--- config.mk ---
export PLATFORM = sky130hd
export DESIGN_NAME = conv_scheduler
export DESIGN_NICKNAME = d
export VERILOG_FILES = /design/src/rtl/conv_sched_pkg.sv /design/src/rtl/conv_addr_gen.sv /design/src/rtl/conv_scheduler.sv
export SDC_FILE = /design/constraint.sdc
export NUM_CORES = 1
export LEC_CHECK = 0
export ABC_AREA = 1
export BUFFER_PORTS_ARGS = -buffer_cell sky130_fd_sc_hd__clkbuf_2
export CORE_MARGIN = 3
export CORE_UTILIZATION = 43
export CTS_CLUSTER_SIZE = 12
export DETAILED_ROUTE_END_ITERATION = 10
export GPL_ROUTABILITY_DRIVEN = 0
export GPL_TIMING_DRIVEN = 0
export PLACE_DENSITY = 0.76
export SYNTH_ARGS = -nofsm -noshare
export SYNTH_HDL_FRONTEND = slang
export SYNTH_SLANG_ARGS = --single-unit
--- constraint.sdc ---
create_clock -name clk -period 2 [get_ports clk]
set_clock_uncertainty 0.05 [all_clocks]
set_input_delay 0.3 -clock clk [delete_from_list [all_inputs] [get_ports clk]]
set_output_delay 0.3 -clock clk [all_outputs]
set_load 0.005 [all_outputs]
--- src/rtl/conv_sched_pkg.sv ---
// Shared types and elaboration-time helpers for the convolution scheduler.
//   state_e  : scheduler FSM states
//   out_dim  : valid output extent of a map edge for a given kernel edge
//   addr_w   : address width needed to index a memory of a given depth
package conv_sched_pkg;

  typedef enum logic [2:0] {
    IDLE,
    FETCH,
    DRAIN,
    WAIT_RES,
    WRITE,
    DONE
  } state_e;

  function automatic int out_dim(input int img, input int k);
    return img - k + 1;
  endfunction

  // A depth of 1 still gets a 1-bit address so no port collapses to zero width.
  function automatic int addr_w(input int depth);
    return (depth <= 1) ? 1 : $clog2(depth);
  endfunction

endpackage

--- src/rtl/conv_addr_gen.sv ---
// Window / position counters for the convolution scheduler.
// Ports:
//   clk, rst      clock, asynchronous active-high reset
//   clr           zero all counters (pass start or abort)
//   tap_step      advance kx/ky by one tap (kx fastest)
//   pos_step      advance col/row by one output position (col fastest)
//   w_rd_addr     ky*KERNEL_SIZE + kx
//   d_rd_addr     (row+ky)*IMG_W + (col+kx)
//   out_wr_addr   row*OUT_W + col
//   last_tap      kx and ky both at their final value
//   last_pos      row and col both at their final value
module conv_addr_gen
  import conv_sched_pkg::*;
#(
  parameter int KERNEL_SIZE = 3,
  parameter int IMG_W       = 8,
  parameter int IMG_H       = 8
) (
  input  logic                                                                    clk,
  input  logic                                                                    rst,
  input  logic                                                                    clr,
  input  logic                                                                    tap_step,
  input  logic                                                                    pos_step,
  output logic [addr_w(KERNEL_SIZE*KERNEL_SIZE)-1:0]                              w_rd_addr,
  output logic [addr_w(IMG_W*IMG_H)-1:0]                                          d_rd_addr,
  output logic [addr_w(out_dim(IMG_W,KERNEL_SIZE)*out_dim(IMG_H,KERNEL_SIZE))-1:0] out_wr_addr,
  output logic                                                                    last_tap,
  output logic                                                                    last_pos
);

  localparam int OUT_W = out_dim(IMG_W, KERNEL_SIZE);
  localparam int OUT_H = out_dim(IMG_H, KERNEL_SIZE);
  localparam int WA    = addr_w(KERNEL_SIZE * KERNEL_SIZE);
  localparam int DA    = addr_w(IMG_W * IMG_H);
  localparam int OA    = addr_w(OUT_W * OUT_H);
  localparam int KW    = addr_w(KERNEL_SIZE);
  localparam int CW    = addr_w(OUT_W);
  localparam int RW    = addr_w(OUT_H);

  logic [KW-1:0] kx_q, kx_d, ky_q, ky_d;
  logic [CW-1:0] col_q, col_d;
  logic [RW-1:0] row_q, row_d;

  always_comb begin
    kx_d  = kx_q;
    ky_d  = ky_q;
    col_d = col_q;
    row_d = row_q;
    if (clr) begin
      kx_d  = '0;
      ky_d  = '0;
      col_d = '0;
      row_d = '0;
    end else begin
      // Both tap counters wrap back to 0 after the last tap, so the next
      // window starts from tap 0 without an explicit clear.
      if (tap_step) begin
        if (kx_q == KW'(KERNEL_SIZE - 1)) begin
          kx_d = '0;
          ky_d = (ky_q == KW'(KERNEL_SIZE - 1)) ? '0 : ky_q + KW'(1);
        end else begin
          kx_d = kx_q + KW'(1);
        end
      end
      if (pos_step) begin
        if (col_q == CW'(OUT_W - 1)) begin
          col_d = '0;
          row_d = (row_q == RW'(OUT_H - 1)) ? '0 : row_q + RW'(1);
        end else begin
          col_d = col_q + CW'(1);
        end
      end
    end
  end

  always_ff @(posedge clk or posedge rst) begin
    if (rst) begin
      kx_q  <= '0;
      ky_q  <= '0;
      col_q <= '0;
      row_q <= '0;
    end else begin
      kx_q  <= kx_d;
      ky_q  <= ky_d;
      col_q <= col_d;
      row_q <= row_d;
    end
  end

  assign w_rd_addr   = WA'(ky_q) * WA'(KERNEL_SIZE) + WA'(kx_q);
  assign d_rd_addr   = (DA'(row_q) + DA'(ky_q)) * DA'(IMG_W) + DA'(col_q) + DA'(kx_q);
  assign out_wr_addr = OA'(row_q) * OA'(OUT_W) + OA'(col_q);
  assign last_tap    = (kx_q == KW'(KERNEL_SIZE - 1)) && (ky_q == KW'(KERNEL_SIZE - 1));
  assign last_pos    = (col_q == CW'(OUT_W - 1)) && (row_q == RW'(OUT_H - 1));

endmodule

--- src/rtl/conv_scheduler.sv ---
// Convolution pass sequencer: walks every valid output position, fetches the
// KERNEL_SIZE x KERNEL_SIZE weight/data pairs into the MU, waits for the MU
// result and writes it to output memory.
// Optional feature macro: SCHED_TIMEOUT_EN (WAIT_RES cycle limit + error flag).
// Ports:
//   clk, rst                      clock, asynchronous active-high reset
//   start, abort                  pass control pulses
//   busy, done, error             pass status (error sticky until next start)
//   w_rd_*, d_rd_*                weight / data memory reads (1-cycle latency)
//   mu_*_valid, mu_weight/data    aligned pair stream to the MU
//   mu_flush                      clears MU accumulation on abort/timeout
//   mu_result, mu_result_valid    MU output
//   out_wr_*                      output memory write
module conv_scheduler
  import conv_sched_pkg::*;
#(
  parameter int WIDTH       = 8,
  parameter int KERNEL_SIZE = 3,
  parameter int IMG_W       = 8,
  parameter int IMG_H       = 8,
  parameter int TIMEOUT     = 64
) (
  input  logic                                                                    clk,
  input  logic                                                                    rst,
  input  logic                                                                    start,
  input  logic                                                                    abort,
  output logic                                                                    busy,
  output logic                                                                    done,
  output logic                                                                    w_rd_en,
  output logic [addr_w(KERNEL_SIZE*KERNEL_SIZE)-1:0]                              w_rd_addr,
  input  logic [WIDTH-1:0]                                                        w_rd_data,
  output logic                                                                    d_rd_en,
  output logic [addr_w(IMG_W*IMG_H)-1:0]                                          d_rd_addr,
  input  logic [WIDTH-1:0]                                                        d_rd_data,
  output logic                                                                    mu_weight_valid,
  output logic                                                                    mu_data_valid,
  output logic [WIDTH-1:0]                                                        mu_weight,
  output logic [WIDTH-1:0]                                                        mu_data,
  output logic                                                                    mu_flush,
  input  logic [WIDTH-1:0]                                                        mu_result,
  input  logic                                                                    mu_result_valid,
  output logic                                                                    out_wr_en,
  output logic [addr_w(out_dim(IMG_W,KERNEL_SIZE)*out_dim(IMG_H,KERNEL_SIZE))-1:0] out_wr_addr,
  output logic [WIDTH-1:0]                                                        out_wr_data,
  output logic                                                                    error
);

  state_e           state_q, state_d;
  logic [WIDTH-1:0] res_q, res_d;
  logic             pair_valid_q, pair_valid_d;
  logic             flush_q, flush_d;
  logic             clr, tap_step, pos_step, last_tap, last_pos;
  logic             active, abort_hit;

`ifdef SCHED_TIMEOUT_EN
  localparam int TW = addr_w(TIMEOUT);
  logic [TW-1:0] tcnt_q, tcnt_d;
  logic          error_q, error_d;
`endif

  conv_addr_gen #(
    .KERNEL_SIZE(KERNEL_SIZE),
    .IMG_W      (IMG_W),
    .IMG_H      (IMG_H)
  ) u_addr_gen (
    .clk        (clk),
    .rst        (rst),
    .clr        (clr),
    .tap_step   (tap_step),
    .pos_step   (pos_step),
    .w_rd_addr  (w_rd_addr),
    .d_rd_addr  (d_rd_addr),
    .out_wr_addr(out_wr_addr),
    .last_tap   (last_tap),
    .last_pos   (last_pos)
  );

  // DONE is deliberately not "active": abort/start there are ignored so done
  // can never pulse twice for one pass.
  assign active    = (state_q == FETCH) || (state_q == DRAIN) ||
                     (state_q == WAIT_RES) || (state_q == WRITE);
  assign abort_hit = abort && active;

  always_comb begin
    state_d  = state_q;
    res_d    = res_q;
    flush_d  = 1'b0;
    clr      = 1'b0;
    tap_step = 1'b0;
    pos_step = 1'b0;
`ifdef SCHED_TIMEOUT_EN
    tcnt_d   = tcnt_q;
    error_d  = error_q;
`endif
    case (state_q)
      IDLE: begin
        if (start) begin
          state_d = FETCH;
          clr     = 1'b1;
`ifdef SCHED_TIMEOUT_EN
          error_d = 1'b0;
`endif
        end
      end
      FETCH: begin
        tap_step = 1'b1;
        if (last_tap) state_d = DRAIN;
      end
      DRAIN: begin
        state_d = WAIT_RES;
`ifdef SCHED_TIMEOUT_EN
        tcnt_d  = '0;
`endif
      end
      WAIT_RES: begin
        if (mu_result_valid) begin
          res_d   = mu_result;
          state_d = WRITE;
        end
`ifdef SCHED_TIMEOUT_EN
        else if (tcnt_q == TW'(TIMEOUT - 1)) begin
          error_d = 1'b1;
          flush_d = 1'b1;
          state_d = DONE;
        end else begin
          tcnt_d = tcnt_q + TW'(1);
        end
`endif
      end
      WRITE: begin
        pos_step = 1'b1;
        state_d  = last_pos ? DONE : FETCH;
      end
      DONE:    state_d = IDLE;
      default: state_d = IDLE;
    endcase

    // Abort overrides everything above, including a result arriving or a
    // timeout firing in the same cycle.
    if (abort_hit) begin
      state_d  = DONE;
      flush_d  = 1'b1;
      clr      = 1'b1;
      tap_step = 1'b0;
      pos_step = 1'b0;
      res_d    = res_q;
`ifdef SCHED_TIMEOUT_EN
      error_d  = error_q;
`endif
    end
  end

  // A read issued in the abort cycle must not reach the MU alongside the flush.
  assign pair_valid_d = (state_q == FETCH) && !abort_hit;

  always_ff @(posedge clk or posedge rst) begin
    if (rst) begin
      state_q      <= IDLE;
      res_q        <= '0;
      pair_valid_q <= 1'b0;
      flush_q      <= 1'b0;
    end else begin
      state_q      <= state_d;
      res_q        <= res_d;
      pair_valid_q <= pair_valid_d;
      flush_q      <= flush_d;
    end
  end

`ifdef SCHED_TIMEOUT_EN
  always_ff @(posedge clk or posedge rst) begin
    if (rst) begin
      tcnt_q  <= '0;
      error_q <= 1'b0;
    end else begin
      tcnt_q  <= tcnt_d;
      error_q <= error_d;
    end
  end
  assign error = error_q;
`else
  // Constant 0 for any legal TIMEOUT; the limit only matters with the counter.
  assign error = (TIMEOUT < 0);
`endif

  assign busy            = active;
  assign done            = (state_q == DONE);
  assign w_rd_en         = (state_q == FETCH);
  assign d_rd_en         = (state_q == FETCH);
  assign mu_weight_valid = pair_valid_q;
  assign mu_data_valid   = pair_valid_q;
  // Memory data is gated by the valid so stale read data never leaks out.
  assign mu_weight       = pair_valid_q ? w_rd_data : '0;
  assign mu_data         = pair_valid_q ? d_rd_data : '0;
  assign mu_flush        = flush_q;
  assign out_wr_en       = (state_q == WRITE);
  assign out_wr_data     = res_q;

endmodule
== Word level (Yosys, flattened, before mapping) ==
Cells that the tools add are included.

* Bitwise logic cells: 1
* $mul: 2
* Reduce and logical (&&, ||, !) cells: 17
* Mux-type cells: 30
* Shift operators: 0
* $add $sub $neg: 9
* Div/mod/pow operators: 0
* Magnitude comparators: 0
* Equality and inequality tests: 12

{| class="wikitable"
|+ Operators by type and width
! operator !! number
|-
| $mux W3 || 12
|-
| $mux W8 || 2
|-
| $pmux W3 S5 || 1
|-
| $mux W2 || 7
|-
| $add A6 B3 Y6 || 2
|-
| $eq A3 B3 Y1 const B || 4
|-
| $mux W1 || 8
|-
| $reduce_bool A2 Y1 || 4
|-
| $add A3 B1 Y3 const B || 2
|-
| $add A6 B2 Y6 || 1
|-
| $eq A3 B2 Y1 const B || 2
|-
| $ne A3 B3 Y1 const B || 2
|-
| $reduce_and A3 Y1 || 2
|-
| $mul A3 B2 Y5 const B || 1
|-
| $add A2 B1 Y2 const B || 2
|-
| $add A4 B2 Y4 || 1
|-
| $eq A2 B2 Y1 const B || 2
|-
| $logic_and A1 B1 Y1 || 4
|-
| $mul A2 B2 Y4 const B || 1
|-
| $reduce_and A2 Y1 || 2
|-
| $add A3 B2 Y3 || 1
|-
| $eq A3 B1 Y1 const B || 1
|-
| $logic_not A3 Y1 || 1
|-
| $logic_or A1 B1 Y1 || 3
|-
| other kinds (3) || 3
|}

* Latch bits: 0
* Output and inout port bits: 49
* Flip-flop bits (word level): 23
* Input bits: 29
* Memories: 0
* Bits in writable memories: 0
* ROM bits: 0

== Depth between registers and ports, before layout ==
* Word-level depth: 8
* Depth in mapped cells: 8

== Cells and area by module ==
Synthesis repeated with hierarchy kept, for this count alone.

* Cell total of the unflattened synthesis: 258
* Area, all modules: 1846.8 um^2

{| class="wikitable"
|+ By module, submodules not included
! module !! seq. area each (um^2) !! cells an instance !! instances !! area each (um^2)
|-
| conv_addr_gen || 250.2 || 137 || 1 || 1039.7
|-
| conv_scheduler || 325.3 || 121 || 1 || 807.0
|}

== Least setup slack after synthesis ==
OpenSTA, ideal clock, no wires.

* Path kind: reg-to-output
* From: reg u_addr_gen.ky_q[0]
* To: out w_rd_addr[2]
* Path slack: 0.000 ns
* Arrival time: 1.650 ns
* Cell stages (with the launch flop): 6
* Data required time: 1.650 ns
* Buffers on the path: 0
* Cells stage by stage: dfrtp_1 fa_1 ha_1 inv_1 fa_1 inv_1

* Word-level cells in the longest chain between the ends: 2

{| class="wikitable"
|+ Ends and longest elaborated chain
! item !! line !! RTL
|-
| start: declaration || conv_addr_gen.sv:40 || <nowiki>logic [KW-1:0] kx_q, kx_d, ky_q, ky_d;</nowiki>
|-
| start signal: assignment || conv_addr_gen.sv:84 || <nowiki>ky_q <= ky_d;</nowiki>
|-
| $mul A2 B2 Y4 || conv_addr_gen.sv:90 || <nowiki>assign w_rd_addr = WA'(ky_q) * WA'(KERNEL_SIZE) + WA'(kx_q);</nowiki>
|-
| $add A4 B2 Y4 || conv_addr_gen.sv:90 ||
|-
| end: declaration || conv_scheduler.sv:30 || <nowiki>output logic [addr_w(KERNEL_SIZE*KERNEL_SIZE)-1:0] w_rd_addr,</nowiki>
|}

No other way between the ends.

== Final worst setup path ==
* From: reg u_addr_gen.kx_q[1]
* To: out w_rd_addr[2]

* Word-level cells in the longest chain between the ends: 1

{| class="wikitable"
|+ Ends and longest elaborated chain
! item !! line !! RTL
|-
| start: declaration || conv_addr_gen.sv:40 ||
|-
| start signal: assignment || conv_addr_gen.sv:83 || <nowiki>kx_q <= kx_d;</nowiki>
|-
| $add A4 B2 Y4 || conv_addr_gen.sv:90 ||
|}

No other way between the ends.

==> impl_metrics.tcl <==
set metrics [dict create \
    power-per-cell-area_mw_per_mm2 862 \
    dieArea_mm2 0.00499 \
    clockRootBuffer "clkbuf_8" \
    yosys.area.top_type_share 0.321 \
    timing_worst_slew_pin_value_ns 0.854 \
    insertedDiodeCount 0 \
    total_power_mw 2.13 \
    setup_cp_type "reg2out" \
    synth-edff-count 0 \
    timing.final.crit_share 1.20 \
    tritoncts_num_sinks 23 \
    cell_area_synth_mm2 0.00180 \
    post-route-worst-setup-slack_ns -0.396 \
    wl_um 4420 \
    timing.final.max_slew_violations 0 \
    layout-area-overhead-vs-synth_pct 37.4 \
    synth.most_common_cell "nand2_1" \
    unrepaired_setup_endpoints_after_global_routing "yes" \
    async_reset_ff_frac 1.00 \
    worstPathCellList "fa_1 -> ha_1 -> inv_1 -> fa_1 -> inv_1 -> clkbuf_2" \
    die-width_um 70.6 \
    report.final.setup_viol 9 \
    grt_start_max_net_pins 24 \
    globalRouteOverflowTotal 0 \
    effective_utilization_at_floorplan 0.466 \
    grt_pass1_vias 1583 \
    finalHoldViolations 0 \
    fillers 342 \
    critical_path.slowest_cell "fa_1" \
    drc 0 \
    failed_checks "negative setup slack" \
    tritoncts.num_buffers 3 \
    clockBufferDepth 2 \
    clock_tree.htree_level_count 1 \
    fin_crit_ns 2.40 \
    yosys_warnings 0 \
    power.leakage_nw 1.54 \
    synth_top_cells_by_area "dfrtp_1 32%, nand2_1 13%, inv_1 11%, ha_1 9.8%, fa_1 6.7%" \
    drt_iter0_drc 72 \
    yosys_most_used_dff "dfrtp_1" \
    clk_latency_ns 0.27 \
    synth_sequential_area_ratio 0.321 \
    netlist_instances 239 \
    die_h_um 70.6 \
    via_count 1814 \
    worst_setup_path_start_kind "register" \
    drive_above_1_share 0.387 \
    io_pins 78 \
    grt_usage 0.169 \
    syn-num-nets 288 \
    grt_first_pass_wirelength_um 7080 \
    post-synth-top-area-cell "dfrtp_1" \
    fmaxAchievable_mhz 417 \
    port_buffers 76 \
    yosys_register_bits 23 \
    max-cap-violations 0 \
    antenna_violations_before_repair 0 \
    timing.critical_path.fanout_max 2 \
    count_of_standard_cell_rows 22 \
    count_of_nets_after_finishing 381 \
    synth.avg_cell_area_um2 7.51 \
    postCtsHoldBufs 0 \
    area_inside_the_core_boundary_mm2 0.00385 \
    critical_path.top_delay_family "adder cells" \
    clock_input_transition_at_the_sequential_cells_of_the_worst_setup_and_hold_paths_ns 0.08 \
    detail_route.vias_per_cell 4.79 \
    netlist_top_cells_count "60 x nand2_1, 51 x inv_1, 24 x nand3_1, 23 x dfrtp_1, 14 x ha_1" \
    worst_ep_required_time_ns 1.65 \
    slowest_delay_ns 0.54 \
    arrival_time_of_the_worst_setup_path_ns 2.05 \
    dp_hpwl_um 3280 \
    fin_util 0.640 \
    tritoncts "done" \
    length_of_the_first_detailed_routing_pass_in_iterations 4 \
    cp_num_buf_inv 3 \
    run_status "complete, but fails checks" \
    netlist-cell-type-count 25 \
    timing.critical_path.to_type "output pin" \
    hold_class "in2async" \
    avgRoutedWirePerCell_um 11.7 \
    worst_slew_margin_rel 0.430 \
    worst_ir_drop_vdd_mv 0.561 \
    drtAntennaViolNets 0 \
]
==> registers in the layout (all words and copies together) (netlist names) <==
signal and cells:
u_addr_gen.kx_q 2, out_wr_data 8, state_q 3, mu_flush 1
mu_data_valid 1, u_addr_gen.col_q 3, u_addr_gen.ky_q 2, u_addr_gen.row_q 3
==> worst reg2reg max path: stages, from the launching register on <==
cell     delay [ns]
dfrtp_2        0.47
inv_1          0.17
nand3_1        0.18
nor2_1         0.28
inv_1          0.08
nand3_1        0.13
o21ai_0        0.10
==> where the power goes <==
group / internal, mW / total [mW] / leakage, nW / switching, mW
registers: 0.607 / 0.726 / 0.288 / 0.119
logic: 0.479 / 1.11 / 1.22 / 0.627
clock network: 0.139 / 0.295 / 0.0255 / 0.155
==> kinds of logic after synthesis <==
group | Yosys count | share of synthesized area
AOI/OAI and AO/OA | 16 | 0.0467
other | 1 | 0.00209
and+or+nand+nor | 110 | 0.282
buffers and inverters | 60 | 0.141
adders and majority gates | 20 | 0.164
DFF | 23 | 0.321
xor gates and xnor gates | 9 | 0.0439
==> metal layers <==
layer	track usage	up-vias	part of all wire
li1	-	919	-
met1	0.224	822	0.42
met2	0.291	65	0.49
met3	0.0341	8	0.067
met4	0.0313	0	0.017
met5	0	-	0
==> path summary, 6_finish.rpt <==
check	start	end	slack [ns]	cells past startpoint
max	u_addr_gen.kx_q[1]	w_rd_addr[2]	-0.40	6
min	rst	out_wr_data[2]	0.12	2
max reg2reg	u_addr_gen.col_q[1]	u_addr_gen.row_q[0]	0.42	6
min reg2reg	out_wr_data[2]	out_wr_data[2]	0.43	2
max in group asynchronous	rst	u_addr_gen.row_q[1]	1.19	2
min in group clk	mu_result[3]	out_wr_data[3]	0.20	3
==> cell usage in the layout (no fill, tap or decap), types with 3 or more instances in the layout <==
cell and instances:
ha_1 10, nand4_1 9, dfrtp_2 8, ha_4 3, clkbuf_8 3, xor2_1 6, buf_6 5, clkbuf_2 70
nand2_1 59, fa_1 3, inv_1 48, a21oi_1 5, nand2_2 3, nor2_1 8, fa_2 3, buf_4 13
o21ai_0 7, buf_2 7, dfrtp_1 15, nand3_1 22
==> through the flow <==
stage	setup TNS [ns]	hold WS (ns)	cells	setup WS, ns	cell area, um2
2_1_floorplan	0	0.252	239	0.0190	1800
3_3_place_gp	-0.325	0.404	363	-0.126	2240
3_5_place_dp	-0.478	0.411	363	-0.178	2240
4_1_cts	-1.74	0.164	375	-0.409	2400
5_1_grt	-2.92	0.201	379	-0.467	2470
6_report	-2.15	0.121	379	-0.396	2470
==> timing repair <==
item / in CTS / in global routing
pin swaps: 4 / 7
setup buffers: 8 / 4
gates cloned: 0 / 0
setup endpoints to repair: 10 / 10
resized for setup: 19 / 15
==> area by class of cell <==
type / instances / area (um2) / share of cell area
Multi-Input combinational cell: 156 / 1030 / 0.419
Sequential cell: 23 / 586 / 0.237
Timing Repair Buffer: 88 / 485 / 0.197
Inverter: 51 / 194 / 0.0786
Buffer: 9 / 61.3 / 0.0248
Tap cell: 48 / 60.1 / 0.0243
Clock buffer: 3 / 41.3 / 0.0167
Clock inverter: 1 / 5.00 / 0.00203
Note: power is estimated with default switching activity, not from simulation.
